==> config.mk <==
export PLATFORM = sky130hd
export DESIGN_NAME = pc_sequencer
export DESIGN_NICKNAME = d
export VERILOG_FILES = /design/src/rtl/pc_seq_pkg.sv /design/src/rtl/ras_stack.sv /design/src/rtl/pc_sequencer.sv
export SDC_FILE = /design/constraint.sdc
export NUM_CORES = 1
export LEC_CHECK = 0
export CORE_UTILIZATION = 57
export CTS_BUF_LIST = sky130_fd_sc_hd__clkbuf_16
export DETAILED_ROUTE_END_ITERATION = 8
export PLACE_DENSITY = 0.86
export SLEW_MARGIN = 0
export SYNTH_ARGS = -nofsm -noshare
export SYNTH_HDL_FRONTEND = slang
export SYNTH_SLANG_ARGS = --single-unit
==> constraint.sdc <==
create_clock -name clk -period 5.87 [get_ports clk]
set_input_delay 0.587 -clock clk [delete_from_list [all_inputs] [get_ports clk]]
set_output_delay 0.587 -clock clk [all_outputs]
set_load 0.02 [all_outputs]
==> src/rtl/pc_seq_pkg.sv <==
// pc_seq_pkg: shared state, next-PC source encodings and the default trap vector
package pc_seq_pkg;
    typedef enum logic {ST_RUN, ST_HALT} state_t;
    typedef enum logic [2:0] {
        SRC_SEQ, SRC_HOLD, SRC_BR, SRC_JMP, SRC_RET, SRC_TRAP, SRC_ERET
    } src_t;
    localparam logic [15:0] DEF_TRAP_VECTOR = 16'h0004;
endpackage

==> src/rtl/ras_stack.sv <==
// ras_stack: circular return-address stack; overflow overwrites the oldest entry
module ras_stack #(
    parameter int W     = 16,
    parameter int DEPTH = 4
) (
    input  logic         clk,
    input  logic         rst,
    input  logic         push,
    input  logic         pop,
    input  logic [W-1:0] push_data,
    output logic [W-1:0] top,
    output logic         empty,
    output logic         full,
    output logic         err
);
    localparam int PW = $clog2(DEPTH);
    localparam int CW = PW + 1;
    localparam logic [PW-1:0] PONE = 1;
    localparam logic [CW-1:0] CONE = 1;
    logic [W-1:0]  mem [DEPTH];
    logic [PW-1:0] ptr;
    logic [CW-1:0] count;
    assign empty = count == '0;
    assign full  = count == CW'(DEPTH);
    assign top   = mem[ptr - PONE];
    always_ff @(posedge clk or negedge rst) begin
        if (!rst) begin
            mem   <= '{default: '0};
            ptr   <= '0;
            count <= '0;
            err   <= 1'b0;
        end else begin
            err <= (push && full) || (pop && empty);
            if (push) begin
                mem[ptr] <= push_data;
                ptr      <= ptr + PONE;
                if (!full) count <= count + CONE;
            end else if (pop && !empty) begin
                ptr   <= ptr - PONE;
                count <= count - CONE;
            end
        end
    end
endmodule

==> src/rtl/pc_sequencer.sv <==
// pc_sequencer: fetch-stage next-PC priority mux with RUN/HALT FSM, RAS and epc
module pc_sequencer
    import pc_seq_pkg::*;
#(
    parameter int INST_ADDR_WIDTH = 16,
    parameter int RAS_DEPTH = 4,
    parameter logic [INST_ADDR_WIDTH-1:0] TRAP_VECTOR = INST_ADDR_WIDTH'(DEF_TRAP_VECTOR)
) (
    input  logic                       clk,
    input  logic                       rst,
    input  logic [INST_ADDR_WIDTH-1:0] pc_cur,
    input  logic                       stall,
    input  logic                       branch_taken,
    input  logic [INST_ADDR_WIDTH-1:0] branch_target,
    input  logic                       jump,
    input  logic                       call,
    input  logic [INST_ADDR_WIDTH-1:0] jump_target,
    input  logic                       ret,
    input  logic                       trap,
    input  logic                       eret,
    input  logic                       halt_req,
    input  logic                       resume,
    output logic [INST_ADDR_WIDTH-1:0] pc_next,
    output logic                       redirect,
    output logic [INST_ADDR_WIDTH-1:0] epc,
    output logic                       halted,
    output logic                       ras_empty,
    output logic                       ras_full,
    output logic                       ras_err
);
    localparam logic [INST_ADDR_WIDTH-1:0] ONE = 1;
    state_t state, state_nx;
    src_t   src;
    logic   run, push, pop;
    logic [INST_ADDR_WIDTH-1:0] pc_inc, ras_top;
    assign pc_inc = pc_cur + ONE;
    assign run    = state == ST_RUN;
    assign halted = state == ST_HALT;
    assign pop    = run && !trap && !stall && !eret && ret;
    assign push   = run && !trap && !stall && !eret && !ret && call;
    always_comb begin
        src = trap            ? SRC_TRAP :
              !run || stall   ? SRC_HOLD :
              eret            ? SRC_ERET :
              ret             ? (ras_empty ? SRC_SEQ : SRC_RET) :
              call || jump    ? SRC_JMP :
              branch_taken    ? SRC_BR : SRC_SEQ;
        pc_next = '0;
        if (rst)
            case (src)
                SRC_TRAP: pc_next = TRAP_VECTOR;
                SRC_HOLD: pc_next = pc_cur;
                SRC_ERET: pc_next = epc;
                SRC_RET:  pc_next = ras_top;
                SRC_JMP:  pc_next = jump_target;
                SRC_BR:   pc_next = branch_target;
                default:  pc_next = pc_inc;
            endcase
        state_nx = run ? ((halt_req && !trap) ? ST_HALT : ST_RUN)
                       : ((resume || trap) ? ST_RUN : ST_HALT);
    end
    always_ff @(posedge clk or negedge rst) begin
        if (!rst) begin
            state    <= ST_RUN;
            redirect <= 1'b0;
            epc      <= '0;
        end else begin
            state    <= state_nx;
            redirect <= src != SRC_SEQ && src != SRC_HOLD;
            if (trap) epc <= pc_cur;
        end
    end
    ras_stack #(.W(INST_ADDR_WIDTH), .DEPTH(RAS_DEPTH)) u_ras (
        .clk(clk), .rst(rst), .push(push), .pop(pop), .push_data(pc_inc),
        .top(ras_top), .empty(ras_empty), .full(ras_full), .err(ras_err)
    );
endmodule

==> impl_metrics.json, run 1 <==
{
  "status": "finished clean",
  "grt_max_degree": 49,
  "antenna_found_initial": 0,
  "gp_congestion": 0.940,
  "maxSlewHeadroom": 0.234,
  "wl_per_cell_um": 19.8,
  "async_flop_share": 1.00,
  "critPathKind": "in2out",
  "insertion_delay_ns": 0.33,
  "cap_violations": 0,
  "hold_path.class": "in2async",
  "fin_setup_tns_ns": 0,
  "htreeDepth": 3,
  "syn_avg_cell_area_um2": 10.1,
  "setup_viol": 0,
  "cp_data_arrival_time_ns": 3.93,
  "coreArea_um2": 8680,
  "drt-initial-drc-count": 342,
  "fin_nets": 633,
  "yosysUniqueCellTypes": 56,
  "root_buffer": "clkbuf_16",
  "cts_tree": "yes",
  "syn-num-nets": 569,
  "cts.path.max_buffers": 2,
  "post-route-cell-area_um2": 6250,
  "fmax_mhz": 221,
  "hold_buffers": 0,
  "final_cell_count_no_fill": 681,
  "die_x_um": 96.3,
  "n_antenna_cell": 0,
  "slew_viol_final": 0,
  "hpwl_um": 9380,
  "drc": 0,
  "min_period_ns": 4.52,
  "dieHeight_um": 96.3,
  "num_rows": 34,
  "ctsResizeCount": 0,
  "pre_cts_slack_ns": 1.52,
  "synth_area_leaders": "dfrtp_1 (43%), mux4_2 (7.1%), o21ai_0 (5.7%), nand2_1 (5.2%), mux2_2 (4.4%)",
  "syn_to_final_growth_pct": 23.3,
  "worst_pin_slew_ns": 1.15,
  "end_kind": "output pin",
  "yosysMostFrequentCell": "dfrtp_1",
  "grt_usage": 0.306,
  "syn_area_um2": 5070,
  "cts.sinks": 88,
  "port_buffers": 95,
  "grt_first_pass_wirelength_um": 21200,
  "ir_drop_v": 0.000177,
  "critPathMaxFanout": 14,
  "hold_viol_final": 0,
  "ys_seq_elements": 88,
  "clk_pin_slew_worst_paths_ns": 0.08,
  "io_pins": 96,
  "powerDensity_nw_per_um2": 354,
  "finalCritPeriodShare": 0.770,
  "drtPass1Iterations": 5,
  "ant_nets": 0,
  "fin_worst_skew_ns": 0.00776,
  "wirelength_um": 13500,
  "p_leak_nw": 2.51,
  "ys.flop_type": "dfrtp_1",
  "yosysSeqAreaShare": 0.435,
  "synth_edf_count": 0,
  "synth_top_cell_by_area": "dfrtp_1",
  "post-route-util": 0.720,
  "yosysWarningCount": 0,
  "yosys.area.top_type_share": 0.435,
  "place_inst": 665,
  "worst_slack_ns": 1.35,
  "vias": 4449,
  "die_area_um2": 9270,
  "vias_per_cell": 6.53,
  "grt_pass1_vias": 4259,
  "post_cts_buffers": 0,
  "initial_core_util": 0.584,
  "grt-ovfl-total": 0,
  "drive_gt1_frac": 0.126,
  "start_kind": "input port",
  "rsz0062_at_grt": "no",
  "cts_buffers": 9,
  "required_ns": 5.28,
  "syn_inst": 504,
  "synthTopCellsByCount": "dfrtp_1 (88), nand2_1 (70), o21ai_0 (58)",
  "place_area_um2": 5930
}
[flip-flops by register name, summed over array words and instances, names as in the netlist]
| signal | cells |
|---|---|
| epc | 16 |
| u_ras.mem | 64 |
| u_ras.err | 1 |
| redirect | 1 |
| u_ras.ptr | 2 |
| u_ras.count | 3 |
| halted | 1 |
[power by group]
group | leakage, nW | switching (mW) | internal [mW]
Combinational | 1.20 | 0.377 | 0.351
Sequential | 1.15 | 0.110 | 0.762
Clock | 0.156 | 0.267 | 0.342
Total | 2.51 | 0.754 | 1.46
[critical path, stage by stage]
cell and delay [ns]:
clkdlybuf4s50_1 0.61, nor4_4 0.68, and2_0 0.70, a32oi_1 0.17
a311oi_1 0.48, clkdlybuf4s50_1 0.69
[layout by cell type, fill, tap and decap left out, drive strengths merged, types with 3 or more instances in the layout]
cell type / count
mux2: 20
dfrtp: 88
a211oi: 4
nand4: 4
nor4b: 3
a311oi: 6
inv: 11
nor2: 27
buf: 6
ha: 5
o31a: 8
a31oi: 10
a21oi: 11
nor3: 14
a211o: 12
clkbuf: 9
xnor2: 8
mux4: 16
a32o: 4
nand2b: 3
nand3: 23
a221oi: 7
o21a: 6
o21ai: 64
a32oi: 10
clkdlybuf4s50: 94
nor4: 6
nand2: 70
[worst paths after layout]
kind | startpoint | end | slack (ns) | cells past startpoint
worst max-delay path | stall | pc_next[12] | 1.35 | 6
worst min-delay path | rst | u_ras.mem[12] | 0.26 | 1
worst max register to register | halted | u_ras.mem[1] | 3.09 | 3
worst min register to register | u_ras.mem[13] | u_ras.mem[13] | 0.48 | 2
max in group asynchronous | rst | u_ras.mem[3] | 4.58 | 2
min in group clk | u_ras.mem[13] | u_ras.mem[13] | 0.48 | 2
[cells by family (layout without fill, tap and decap cells)]
kind of cell / Yosys count / in the layout / synth area share
AND/OR/NAND/NOR: 156 / 156 / 0.153
multiplexers: 36 / 36 / 0.116
AO/OA/AOI/OAI: 154 / 154 / 0.207
adder cells (fa/ha/maj): 6 / 6 / 0.0163
flip-flops: 88 / 88 / 0.435
buffers and inverters: 54 / 123 / 0.0558
XOR/XNOR: 10 / 10 / 0.0173
[layer usage]
metal | vias to the layer above | track usage | share of wire
met5 | - | 0 | 0
met4 | 0 | 0.141 | 0.025
met3 | 38 | 0.0521 | 0.076
met2 | 240 | 0.485 | 0.47
met1 | 2170 | 0.410 | 0.43
li1 | 2001 | - | -
[through the flow]
| stage | power, mW | hold slack (ns) |
|---|---|---|
| after floorplan | 1.36 | 0.291 |
| after global placement | 1.56 | 0.457 |
| after CTS | 2.21 | 0.273 |
| after global routing | 2.33 | 0.297 |
| after detailed placement | 1.60 | 0.470 |
| final | 2.21 | 0.260 |
[final cells by class]
| cell class | count | area (µm²) |
|---|---|---|
| Clock buffer | 9 | 225 |
| Multi-Input combinational cell | 362 | 2580 |
| Fill cell | 594 | 2430 |
| Sequential cell | 88 | 2200 |
| Timing Repair Buffer | 100 | 986 |
| Clock inverter | 7 | 92.6 |
| Tap cell | 108 | 135 |
| Inverter | 7 | 26.3 |
Note: power is estimated with default switching activity, not from simulation.
==> run 2, diff against run 1 <==
Settings changed: CORE_UTILIZATION 57 to 53, PLACE_DENSITY 0.86 to 0.81.
Clock period 5.87 ns to 4.4 ns, I/O delays scaled along.
==> run 2 against run 1 <==
  * Via count up 1.8%
  * Count of clock-buffer cells in the layout unchanged
  * Clock skew down 0.0034 ns
  * First-iteration DRC count down 2.6%
  * Die area up 7.4%
  * Final area up 0.68%
  * Utilization down 3.9 points
  * Clock power up 19%
  * Sequential power up 34%
  * Combinational power up 36%
  * Non-clock buffer count up 8
==> impl_metrics.json, run 2 (same netlist as run 1, synthesis figures left out) <==
{
  "crit_chain": "clkdlybuf4s50_1 > nor4b_2 > o21ai_1 > nor3_1 > a311oi_1 > clkdlybuf4s50_1",
  "grt-ovfl-total": 0,
  "fillers": 694,
  "htreeDepth": 3,
  "port_buffers": 95,
  "largest_reg_flops": 64,
  "slew_viol_final": 0,
  "finalCritPeriodShare": 0.913,
  "place_area_um2": 6020,
  "post-route-cell-area_um2": 6290,
  "maxSlewHeadroom": 0.127,
  "cpMaxStageDelayCell": "o21ai_1",
  "ant_nets": 0,
  "vias_per_cell": 6.38,
  "hold_buffers": 0,
  "reg2reg_slack_ns": 1.96,
  "p_sw_frac": 0.351,
  "n_antenna_cell": 0,
  "required_ns": 3.96,
  "critPathKind": "in2out",
  "top_regs": "u_ras.mem: 64 flops, epc: 16 flops, u_ras.count: 3 flops",
  "r2r-start": "halted",
  "worst_pin_slew_ns": 1.30,
  "power_mw": 2.88,
  "cts_buffers": 9,
  "max_stage_delay_ns": 1.02,
  "cap_violations": 0,
  "min_period_ns": 4.02,
  "grt_pass1_vias": 4378,
  "cts_tree": "yes",
  "grt_max_degree": 58,
  "setup_viol": 0,
  "insertion_delay_ns": 0.34,
  "drc": 0,
  "p_leak_nw": 2.53,
  "powerDensity_nw_per_um2": 458,
  "comb_power_share": 0.342,
  "p_int_mw": 1.87,
  "hpwl_um": 10500,
  "hold_path.class": "in2async",
  "cp_common_cell": "clkdlybuf4s50_1",
  "cts.sinks": 88,
  "dieHeight_um": 99.8,
  "pwr-share-seq": 0.407,
  "cp.buffers_inverters": 2,
  "grt_first_pass_wirelength_um": 24000,
  "cp_data_arrival_time_ns": 3.58,
  "drtPass1Iterations": 5,
  "ir_drop_v": 0.000257,
  "io_pins": 96,
  "final_common_cell": "clkdlybuf4s50_1",
  "fmax_mhz": 249,
  "syn_to_final_growth_pct": 24.2,
  "critPathMaxFanout": 16,
  "clk_pin_slew_worst_paths_ns": 0.07,
  "die_x_um": 99.8,
  "worstRegToRegCells": 6,
  "initial_core_util": 0.548,
  "fin_worst_skew_ns": 0.00432,
  "coreArea_um2": 9240,
  "antenna_found_initial": 0,
  "largest-register": "u_ras.mem",
  "wl_per_cell_um": 21.4,
  "cts.path.max_buffers": 2,
  "drive_gt1_frac": 0.134,
  "start_kind": "input port",
  "fin_setup_tns_ns": 0,
  "root_buffer": "clkbuf_16",
  "mostFrequentLayoutCells": "clkdlybuf4s50_1 (94), dfrtp_1 (88), nand2_1 (70)",
  "r2r_end": "u_ras.count[2]",
  "p_switching_mw": 1.01,
  "path_delay_family": "compound AO/OA/AOI/OAI gates",
  "rsz0062_at_grt": "no",
  "ctsResizeCount": 0,
  "post_cts_buffers": 0,
  "hold_viol_final": 0,
  "fin_nets": 641,
  "num_rows": 35,
  "end_kind": "output pin",
  "drt-initial-drc-count": 333,
  "die_area_um2": 9950,
  "status": "finished clean",
  "gp_congestion": 0.904,
  "clockPowerShare": 0.251,
  "grt_usage": 0.321,
  "vias": 4529,
  "wirelength_um": 15200
}
==> run 2: area by class of cell <==
| type | count | area, µm² | share of cell area |
|---|---|---|---|
| Sequential cell | 88 | 2200 | 0.350 |
| Tap cell | 129 | 161 | 0.0257 |
| Clock inverter | 7 | 48.8 | 0.00776 |
| Multi-Input combinational cell | 362 | 2580 | 0.410 |
| Clock buffer | 9 | 225 | 0.0358 |
| Inverter | 7 | 26.3 | 0.00418 |
| Timing Repair Buffer | 108 | 1050 | 0.166 |
==> run 2: worst max path at each step <==
stage                 start          end  slack, ns  cells after the start
2_1_floorplan  u_ras.ptr[0]  pc_next[12]       1.36                      9
3_3_place_gp            ret   pc_next[5]       0.53                      6
3_5_place_dp           eret  pc_next[13]       0.48                      6
4_1_cts                 ret   pc_next[5]       0.44                      6
5_1_grt                 ret   pc_next[5]       0.23                      6
6_report                ret   pc_next[5]       0.38                      6
==> run 2: metrics by stage <==
stage	hold WS, ns	utilization	setup slack [ns]	cells
after global placement	0.457	0.651	0.531	694
after global routing	0.176	0.681	0.226	710
after detailed placement	0.465	0.651	0.481	694
after floorplan	0.144	-	1.36	504
after CTS	0.164	0.681	0.442	710
final	0.140	0.681	0.383	710
==> run 2: power by group through the flow <==
stage | combinational [mW] | sequential [mW] | clock [mW]
2_1_floorplan | 0.668 | 1.14 | 0
3_3_place_gp | 0.952 | 1.16 | 0
3_5_place_dp | 0.984 | 1.18 | 0
4_1_cts | 0.988 | 1.17 | 0.724
5_1_grt | 1.08 | 1.19 | 0.763
6_report | 0.987 | 1.17 | 0.723
==> run 2: per-layer routing <==
| layer | wire length (µm) | vias to the layer above | GRT usage |
|---|---|---|---|
| met5 | 0 | - | 0 |
| met4 | 350 | 0 | 0.105 |
| met3 | 1310 | 28 | 0.0696 |
| met2 | 7340 | 263 | 0.516 |
| met1 | 6170 | 2221 | 0.436 |
| li1 | - | 2017 | - |
==> run 3, diff against run 2 <==
Settings changed: CORE_MARGIN set to 1.5, CORE_UTILIZATION 53 to 54, SYNTH_HIERARCHICAL set to 1.
==> run 3 against run 2 <==
  * Via count is 7.3% lower
  * Critical endpoint is now pc_next[12]
  * Count of clock-buffer cells in the layout did not move
  * Synthesized cell count down 15%
  * First-iteration DRC count grew 6.9%
  * Largest cell class unchanged
  * Worst hold slack got worse by 0.066 ns
  * Sequential cell count stayed put
  * Fmax is 2.4% higher
  * Critical path depth increased by 1
  * Clock skew increased by 0.0040 ns
==> impl_metrics.json, run 3 <==
{
  "status": "finished clean",
  "vias": 4197,
  "grt_usage": 0.281,
  "critPathMaxFanout": 18,
  "post_cts_buffers": 0,
  "cap_violations": 0,
  "syn_area_um2": 5490,
  "htreeDepth": 3,
  "synthTopCellsByCount": "dfrtp_1 (88), mux2_2 (40), mux2_4 (40)",
  "fin_nets": 580,
  "grt-ovfl-total": 0,
  "grt_max_degree": 43,
  "top_regs": "u_ras/mem: 64 flops, epc: 16 flops, u_ras/count: 3 flops",
  "crit_chain": "inv_1 > ha_1 > mux4_2 > and3_1 > a2111oi_0 > a211oi_2 > clkdlybuf4s50_1",
  "num_rows": 36,
  "wl_per_cell_um": 22.7,
  "synth_edf_count": 0,
  "r2r_end": "u_ras/count[2]",
  "initial_core_util": 0.559,
  "yosysSeqAreaShare": 0.401,
  "largest_reg_flops": 64,
  "rsz0062_at_grt": "no",
  "fmax_mhz": 255,
  "ant_nets": 0,
  "critPathKind": "reg2out",
  "async_flop_share": 1.00,
  "required_ns": 3.96,
  "cp_data_arrival_time_ns": 3.48,
  "grt_first_pass_wirelength_um": 23700,
  "worst_pin_slew_ns": 0.896,
  "die_area_um2": 10800,
  "yosysWarningCount": 6,
  "cts_tree": "yes",
  "drc": 0,
  "grt_pass1_vias": 4374,
  "insertion_delay_ns": 0.35,
  "whs_ns": 0.0745,
  "hold_buffers": 0,
  "final_cell_count_no_fill": 653,
  "root_buffer": "clkbuf_16",
  "hold_viol_final": 0,
  "finalCritPeriodShare": 0.891,
  "worstRegToRegCells": 9,
  "yosysMostFrequentCell": "dfrtp_1",
  "synth_area_leaders": "dfrtp_1 (40%), mux2_4 (11%), mux2_2 (8.2%), mux4_2 (3.7%), mux4_1 (3.3%)",
  "io_pins": 96,
  "antenna_found_initial": 0,
  "ir_drop_v": 0.000292,
  "syn_inst": 430,
  "wirelength_um": 14800,
  "largest-register": "u_ras/mem",
  "fin_worst_skew_ns": 0.00835,
  "drtPass1Iterations": 5,
  "yosys.area.top_type_share": 0.401,
  "fin_setup_tns_ns": 0,
  "clk_pin_slew_worst_paths_ns": 0.07,
  "end_kind": "output pin",
  "r2r-start": "halted",
  "maxSlewHeadroom": 0.403,
  "final_common_cell": "clkdlybuf4s50_1",
  "cpMaxStageDelayCell": "ha_1",
  "vias_per_cell": 6.43,
  "min_period_ns": 3.92,
  "drt-initial-drc-count": 356,
  "mostFrequentLayoutCells": "clkdlybuf4s50_1 (94), dfrtp_1 (88), mux2_2 (40), mux2_4 (40), o21ai_0 (18)",
  "die_x_um": 104,
  "port_buffers": 95,
  "ctsResizeCount": 0,
  "reg2reg_slack_ns": 1.36,
  "syn-num-nets": 495,
  "max_stage_delay_ns": 0.87,
  "syn_to_final_growth_pct": 22.6,
  "powerDensity_nw_per_um2": 433,
  "hold_path.class": "in2async",
  "slew_viol_final": 0,
  "n_antenna_cell": 0,
  "ys.flop_type": "dfrtp_1",
  "cts.sinks": 88,
  "crit_end": "pc_next[12]",
  "drive_gt1_frac": 0.263,
  "cts.path.max_buffers": 2,
  "coreArea_um2": 9820,
  "gp_congestion": 0.840,
  "hpwl_um": 10100,
  "place_inst": 637,
  "yosysUniqueCellTypes": 71,
  "cp-startpoint": "u_ras/ptr[1]",
  "dieHeight_um": 104,
  "syn_avg_cell_area_um2": 12.8,
  "ys_seq_elements": 88,
  "start_kind": "flip-flop",
  "synth_top_cell_by_area": "dfrtp_1",
  "setup_viol": 0,
  "p_leak_nw": 3.05,
  "cts_buffers": 9
}
## run 3: critical path: cells and delay by family (launching register included)
family	cells	cell delay (ns)
adder cells (fa/ha/maj)	1	0.87
buffers and inverters	2	0.65
AO/OA/AOI/OAI	2	0.61
multiplexers	1	0.44
flip-flops	1	0.39
AND/OR/NAND/NOR	1	0.16
## run 3: per-stage QoR
step | cell area [µm²] | worst slack, ns | total power [mW] | utilization
after floorplan | 5490 | 1.64 | 1.86 | -
after global placement | 6450 | 0.817 | 2.11 | 0.657
after detailed placement | 6450 | 0.782 | 2.16 | 0.657
after CTS | 6730 | 0.505 | 2.92 | 0.686
after global routing | 6730 | 0.358 | 3.04 | 0.686
final | 6730 | 0.478 | 2.92 | 0.686
## run 3: power breakdown
part	leakage (nW)	internal (mW)	switching, mW
clock	0.135	0.394	0.361
combinational	1.77	0.555	0.459
sequential	1.15	1.01	0.140
total	3.05	1.96	0.960
## run 3: cell type report
class / count / area, µm²
fill: 731 / 3090
multi-input combinational: 295 / 3000
sequential: 88 / 2200
timing repair buffer: 105 / 1020
clock buffer: 9 / 225
tap: 133 / 166
clock inverter: 7 / 61.3
inverter: 16 / 60.1
## run 3: kinds of logic after synthesis
kind of cell | Yosys count | share of synthesized area
adders and majority gates | 6 | 0.0150
and+or+nand+nor | 88 | 0.116
xor gates and xnor gates | 15 | 0.0239
muxes | 96 | 0.262
buffers and inverters | 47 | 0.0535
AOI/OAI and AO/OA | 90 | 0.129
DFF | 88 | 0.401
## run 3: per-layer routing
layer | up-vias | GRT usage | part of all wire
li1 | 1830 | - | -
met1 | 2107 | 0.365 | 0.40
met2 | 222 | 0.472 | 0.50
met3 | 38 | 0.0466 | 0.070
met4 | 0 | 0.107 | 0.028
met5 | - | 0 | 0
## run 3: worst min path at each step
stage,slack [ns],to,depth (start not counted),start
CTS,0.1,u_ras/mem[12],1,rst
global route,0.10,u_ras/mem[12],1,rst
global placement,0.45,u_ras/mem[12],1,rst
finish,0.07,u_ras/mem[12],1,rst
detailed placement,0.46,u_ras/mem[12],1,rst
floorplan,0.14,epc[0],0,rst
